## src/rtl/piso_serializer.sv

```systemverilog
// Parallel-in, serial-out serializer: WIDTH-bit word in over valid/ready, MSB-first bit stream out.
// Define PISO_PARITY_EN to append an even-parity bit after the data bits.
module piso_serializer #(
   parameter int unsigned WIDTH = 4
) (
   input  logic             clk,
   input  logic             rst,
   input  logic             load_valid,
   output logic             load_ready,
   input  logic [WIDTH-1:0] PI,
   output logic             SO,
   output logic             so_valid,
   output logic             so_last,
   output logic             busy
);

   localparam int unsigned CW = $clog2(WIDTH + 2);
   localparam logic [CW-1:0] LAST_DATA = CW'(WIDTH - 1);

   typedef enum logic [1:0] {
      IDLE,
`ifdef PISO_PARITY_EN
      PAR,
`endif
      SHIFT
   } state_t;

   state_t           state;
   logic [WIDTH-1:0] sreg;
   logic [CW-1:0]    cnt;
   logic             handshake;
`ifdef PISO_PARITY_EN
   logic             parity;
`endif

   // Ready in IDLE, or on the final-bit cycle so frames can stream back to back.
   assign load_ready = (state == IDLE) || so_last;
   assign handshake  = load_valid && load_ready;

   always_ff @(posedge clk or posedge rst) begin
      if (rst) begin
         state    <= IDLE;
         sreg     <= '0;
         cnt      <= '0;
         SO       <= 1'b0;
         so_valid <= 1'b0;
         so_last  <= 1'b0;
         busy     <= 1'b0;
`ifdef PISO_PARITY_EN
         parity   <= 1'b0;
`endif
      end else if (handshake) begin
         state    <= SHIFT;
         sreg     <= PI;
         cnt      <= '0;
         SO       <= PI[WIDTH-1];
         so_valid <= 1'b1;
         so_last  <= 1'b0;
         busy     <= 1'b1;
`ifdef PISO_PARITY_EN
         parity   <= ^PI;
`endif
      end else begin
         case (state)
            SHIFT: begin
               if (cnt == LAST_DATA) begin
`ifdef PISO_PARITY_EN
                  state   <= PAR;
                  cnt     <= cnt + CW'(1);
                  SO      <= parity;
                  so_last <= 1'b1;
`else
                  state    <= IDLE;
                  SO       <= 1'b0;
                  so_valid <= 1'b0;
                  so_last  <= 1'b0;
                  busy     <= 1'b0;
`endif
               end else begin
                  // Rotate so SO always takes the next bit below the one just sent.
                  sreg <= {sreg[WIDTH-2:0], sreg[WIDTH-1]};
                  SO   <= sreg[WIDTH-2];
                  cnt  <= cnt + CW'(1);
`ifndef PISO_PARITY_EN
                  so_last <= (cnt == (LAST_DATA - CW'(1)));
`endif
               end
            end
`ifdef PISO_PARITY_EN
            PAR: begin
               state    <= IDLE;
               SO       <= 1'b0;
               so_valid <= 1'b0;
               so_last  <= 1'b0;
               busy     <= 1'b0;
            end
`endif
            default: begin
               state    <= IDLE;
               SO       <= 1'b0;
               so_valid <= 1'b0;
               so_last  <= 1'b0;
               busy     <= 1'b0;
            end
         endcase
      end
   end

endmodule

```

## config.mk

```make
export PLATFORM = sky130hd
export DESIGN_NAME = piso_serializer
export DESIGN_NICKNAME = d
export VERILOG_FILES = /design/src/rtl/piso_serializer.sv
export SDC_FILE = /design/constraint.sdc
export NUM_CORES = 1
export LEC_CHECK = 0
export ABC_AREA = 1
export CORE_AREA = 3 3 40 42
export DETAILED_ROUTE_END_ITERATION = 8
export DIE_AREA = 0 0 43 45
export PLACE_DENSITY = 0.66
export SYNTH_ARGS = -nofsm -noshare
export SYNTH_HDL_FRONTEND = slang
export SYNTH_SLANG_ARGS = --single-unit
```

## constraint.sdc

```tcl
create_clock -name clk -period 1.8 [get_ports clk]
set_input_delay 0.36 -clock clk [delete_from_list [all_inputs] [get_ports clk]]
set_output_delay 0.36 -clock clk [all_outputs]
set_load 0.02 [all_outputs]
```

# After elaboration in Yosys (flattened, before gate mapping)
# Index checks and enable logic that the tools add are counted.
[totals] input_bits=7 ff_bits=12 out_inout_bits=5
[classes] n_eq_ne=5 addsub=1 mux=18 n_reduce_logical=5
[ops] operator="$mux 4" count=3
[ops] operator="$mux 1" count=9
[ops] operator="$mux 3" count=3
[ops] operator="$eq 3x2->1 const B" count=2
[ops] operator="$mux 2" count=3
[ops] operator="$add 3x1->3 const B" count=1
[ops] operator="$ne 3x3->1 const B" count=1
[ops] operator="$eq 2x1->1 const B" count=1
[ops] operator="$logic_not 2->1" count=1
[ops] operator="$ne 2x2->1 const B" count=1
[ops] operator="$reduce_and 2->1" count=1
[ops] operator="$reduce_bool 2->1" count=1
[ops] operator="$logic_and 1x1->1" count=1
[ops] operator="$logic_or 1x1->1" count=1

# Depth between registers and ports, before layout
[depth] depth_word=5 depth_mapped=7 depth_no_buf=7

# Worst setup path after synthesis
# Ideal clock, no wire load.
[synth_timing] path_type="register to register" startpoint="register cnt[0]" endpoint="register cnt[1]" stages_incl_launch_ff=8 synth_period_minus_slack_ns=1.289 setup_slack_ns=0.511 arrival_ns=1.207 required_ns=1.717 path_buffers=0 path_cell_list="dfrtp_1 ha_1 ha_1 inv_1 nand2_2 inv_2 nand2_1 o21ai_0"
[synth_via] elab_chain_len=4
[synth_lines] item="start, declared" line="30" source="logic [CW-1:0] cnt;"
[synth_lines] item="start signal, assigned" line="83" source="cnt <= cnt + CW'(1);"
[synth_lines] item="$add 3x1->3" line="83"
[synth_lines] item="$mux 3" line="66" source="if (cnt == LAST_DATA) begin"
[synth_lines] item="$mux 3" line="64" source="case (state)"
[synth_lines] item="$mux 3" line="52" source="end else if (handshake) begin"
# Parallel ways exist; a longest one is shown, timed or not. The select of a mux whose other input is x is not followed.
# A chain may end at the register's enable or synchronous reset.

# Final worst setup path
[layout_timing] startpoint="register busy" endpoint="output busy"
[layout_lines] item="start, declared" line="14" source="output logic busy"
[layout_lines] item="start signal, assigned" line="48" source="busy <= 1'b0;"
[layout_lines] item="start signal, assigned" line="59" source="busy <= 1'b1;"
[layout_lines] item="start signal, assigned" line="77" source="busy <= 1'b0;"
# No word-level cell between the ends.

==> flow_summary.toml <==
[yosys]
yosysWarnings = 0
synth_largest_area_cell = "dfrtp_1"
ys_seq_elements = 10
synth_top_area_share_pct = 51.4
synth.avg_cell_area_um2 = 8.85
synth.distinct_cells = 12
synthesis.nets = 65
ys_seq_area_share_pct = 51.4
synthCells = 55
synth_area_um2 = 487
synth_area_leaders = "dfrtp_1 (51%), nand3_1 (14%), nand2_1 (8.5%)"

[floorplanning]
io_pins = 12
core_area_mm2 = 0.00128
row_count = 13
start_util_pct = 37.9
die_w_um = 43
die_height_um = 45
dieArea_mm2 = 0.00194

[global_route]
grt_overflow = 0
antenna_found_initial = 0
grt_pass1_vias = 357
grt_first_pass_wirelength_um = 1500
grt_max_degree = 14
grtUsageTotal_pct = 11.0

[timing]
timing.fmax_mhz = 595
relSlewSlack_pct = 74.7
min_period_over_period_pct = 93.4
skew_ps = 0.663
setup_viol_count_final = 0
fin_crit_ps = 1680
rsz0062_at_grt = "no"
tightest_slew_ps = 379
fin_tns_setup_ps = 0
drv_slew = 0
hold_viol = 0

[clock_network]
clkLatencyLatePin_ps = 260
postCtsSetupBuffers = 0
htreeDepth = 1
cts.path.max_buffers = 2
cts_hold_buffers = 0
clockRootBuffer = "clkbuf_4"
cts.sinks = 10
numCtsBuffers = 3
path_clk_slew_ps = 60
cts_tree = "yes"

[final_layout]
final_util_pct = 48.4
fin_area_um2 = 622
nFillCells = 136
multi_input_area_um2 = 191
regArea_um2 = 250
finalNonFillerCells = 82
antenna_cells = 0
drive_gt1_share_pct = 8.96
layout.nets = 79
area_growth_pct = 27.8

[route]
wl_per_cell_um = 10.9
drt_iter0_markers = 10
dr.pass1.iters = 2
vias = 396
postRouteAntennaNets = 0
vias_per_cell = 4.83
drc = 0
routed_wl_um = 894

[worst_setup_path]
cp_slowest_cell = "clkdlybuf4s50_1"
path_buf_inv = 1
path_cells = "clkdlybuf4s50_1"
worstRegToRegCells = 7
crit_family = "buffers and inverters"
r2r_setup_slack_ps = 330
worst_setup_path_end_kind = "output port"
cp.arrival_ps = 1320
required_ps = 1440
crit_fanout = 6
critPathKind = "reg2out"
path_depth = 1
max_stage_delay_ps = 630
cp-start-kind = "register"

[job]
cap_viol_max_count = 0

[placed_design]
hpwl_um = 692
io_buffers = 11
placedInstanceArea_um2 = 597
place.gp.congestion = 0.738
dp.cells = 79

[power]
p_leak_nw = 0.317
powerDensity_mw_per_mm2 = 1660
irDropWorstVdd_v = 0.000721

[run_status]
run_status = "completed"

[min_path]
hold_path.class = "in2async"
## cell families (layout without fill, tap and decap cells)
family	after synthesis	after routing	synth area share [%]
and+or+nand+nor	29	29	27.0
DFF	10	10	51.4
buffers and inverters	9	21	9.25
AOI/OAI and AO/OA	4	4	4.63
adders and majority gates	3	3	7.71
## what timing repair did
action	in CTS	in global routing
endpoints found under the setup margin	0	1
endpoints found under the hold margin	0	0
gates resized for setup	0	1
## per-stage QoR
| step | setup slack [ps] | total power [W] | hold WS (ps) |
|---|---|---|---|
| 6_report | 120 | 0.00103 | 368 |
| 5_1_grt | 47.3 | 0.00112 | 390 |
| 3_3_place_gp | 305 | 0.000878 | 500 |
| 3_5_place_dp | 294 | 0.000896 | 507 |
| 4_1_cts | 6.71 | 0.00105 | 376 |
| 2_1_floorplan | 511 | 0.000738 | 200 |
## cells in the mapped netlist
master / instances
o21ai_0: 3
inv_2: 1
nand3_1: 14
nand2_2: 2
dfrtp_1: 10
buf_6: 1
nand2_1: 11
inv_1: 6
buf_4: 1
a21boi_1: 1
nor2_1: 2
ha_1: 3
## placed cells by master, fill, tap and decap left out
| cell | n |
|---|---|
| nand2_1 | 11 |
| o21ai_0 | 3 |
| dlymetal6s2s_1 | 1 |
| ha_1 | 3 |
| dfrtp_1 | 10 |
| nor2_1 | 2 |
| clkbuf_4 | 3 |
| nand3_1 | 14 |
| nand2_2 | 2 |
| clkdlybuf4s50_1 | 10 |
| inv_1 | 6 |
| inv_2 | 1 |
| a21boi_1 | 1 |
## area by class of cell
| class | instances | share of cell area [%] |
|---|---|---|
| clock buffer | 3 | 3.62 |
| inverter | 7 | 4.23 |
| multi-input combinational | 36 | 30.8 |
| sequential | 10 | 40.2 |
| tap | 15 | 3.02 |
| timing repair buffer | 11 | 18.1 |
## power by group
| part | leakage, nW | switching, W | internal (W) | total (W) |
|---|---|---|---|---|
| Sequential | 0.126 | 0.0000628 | 0.000324 | 0.000386 |
| Clock | 0.0138 | 0.0000715 | 0.0000770 | 0.000148 |
| Combinational | 0.178 | 0.000295 | 0.000201 | 0.000496 |
## final timing paths
check | start | to
max | busy | busy
min | rst | cnt[1]
max reg2reg | cnt[0] | cnt[0]
min reg2reg | sreg[2] | sreg[2]
max in group asynchronous | rst | sreg[3]
min in group clk | sreg[2] | sreg[2]
## flip-flops by register name, indices dropped and copies added, names as in the netlist
name     flops
sreg         4
so_last      1
busy         1
SO           1
cnt          3
## metal layers
layer / GRT usage (%) / share of wire [%]
met4: 9.04 / 3.2
met1: 13.3 / 45
met3: 4.38 / 9.3
met5: 0 / 0
met2: 15.3 / 42
Power figures use the tool's default switching activity.
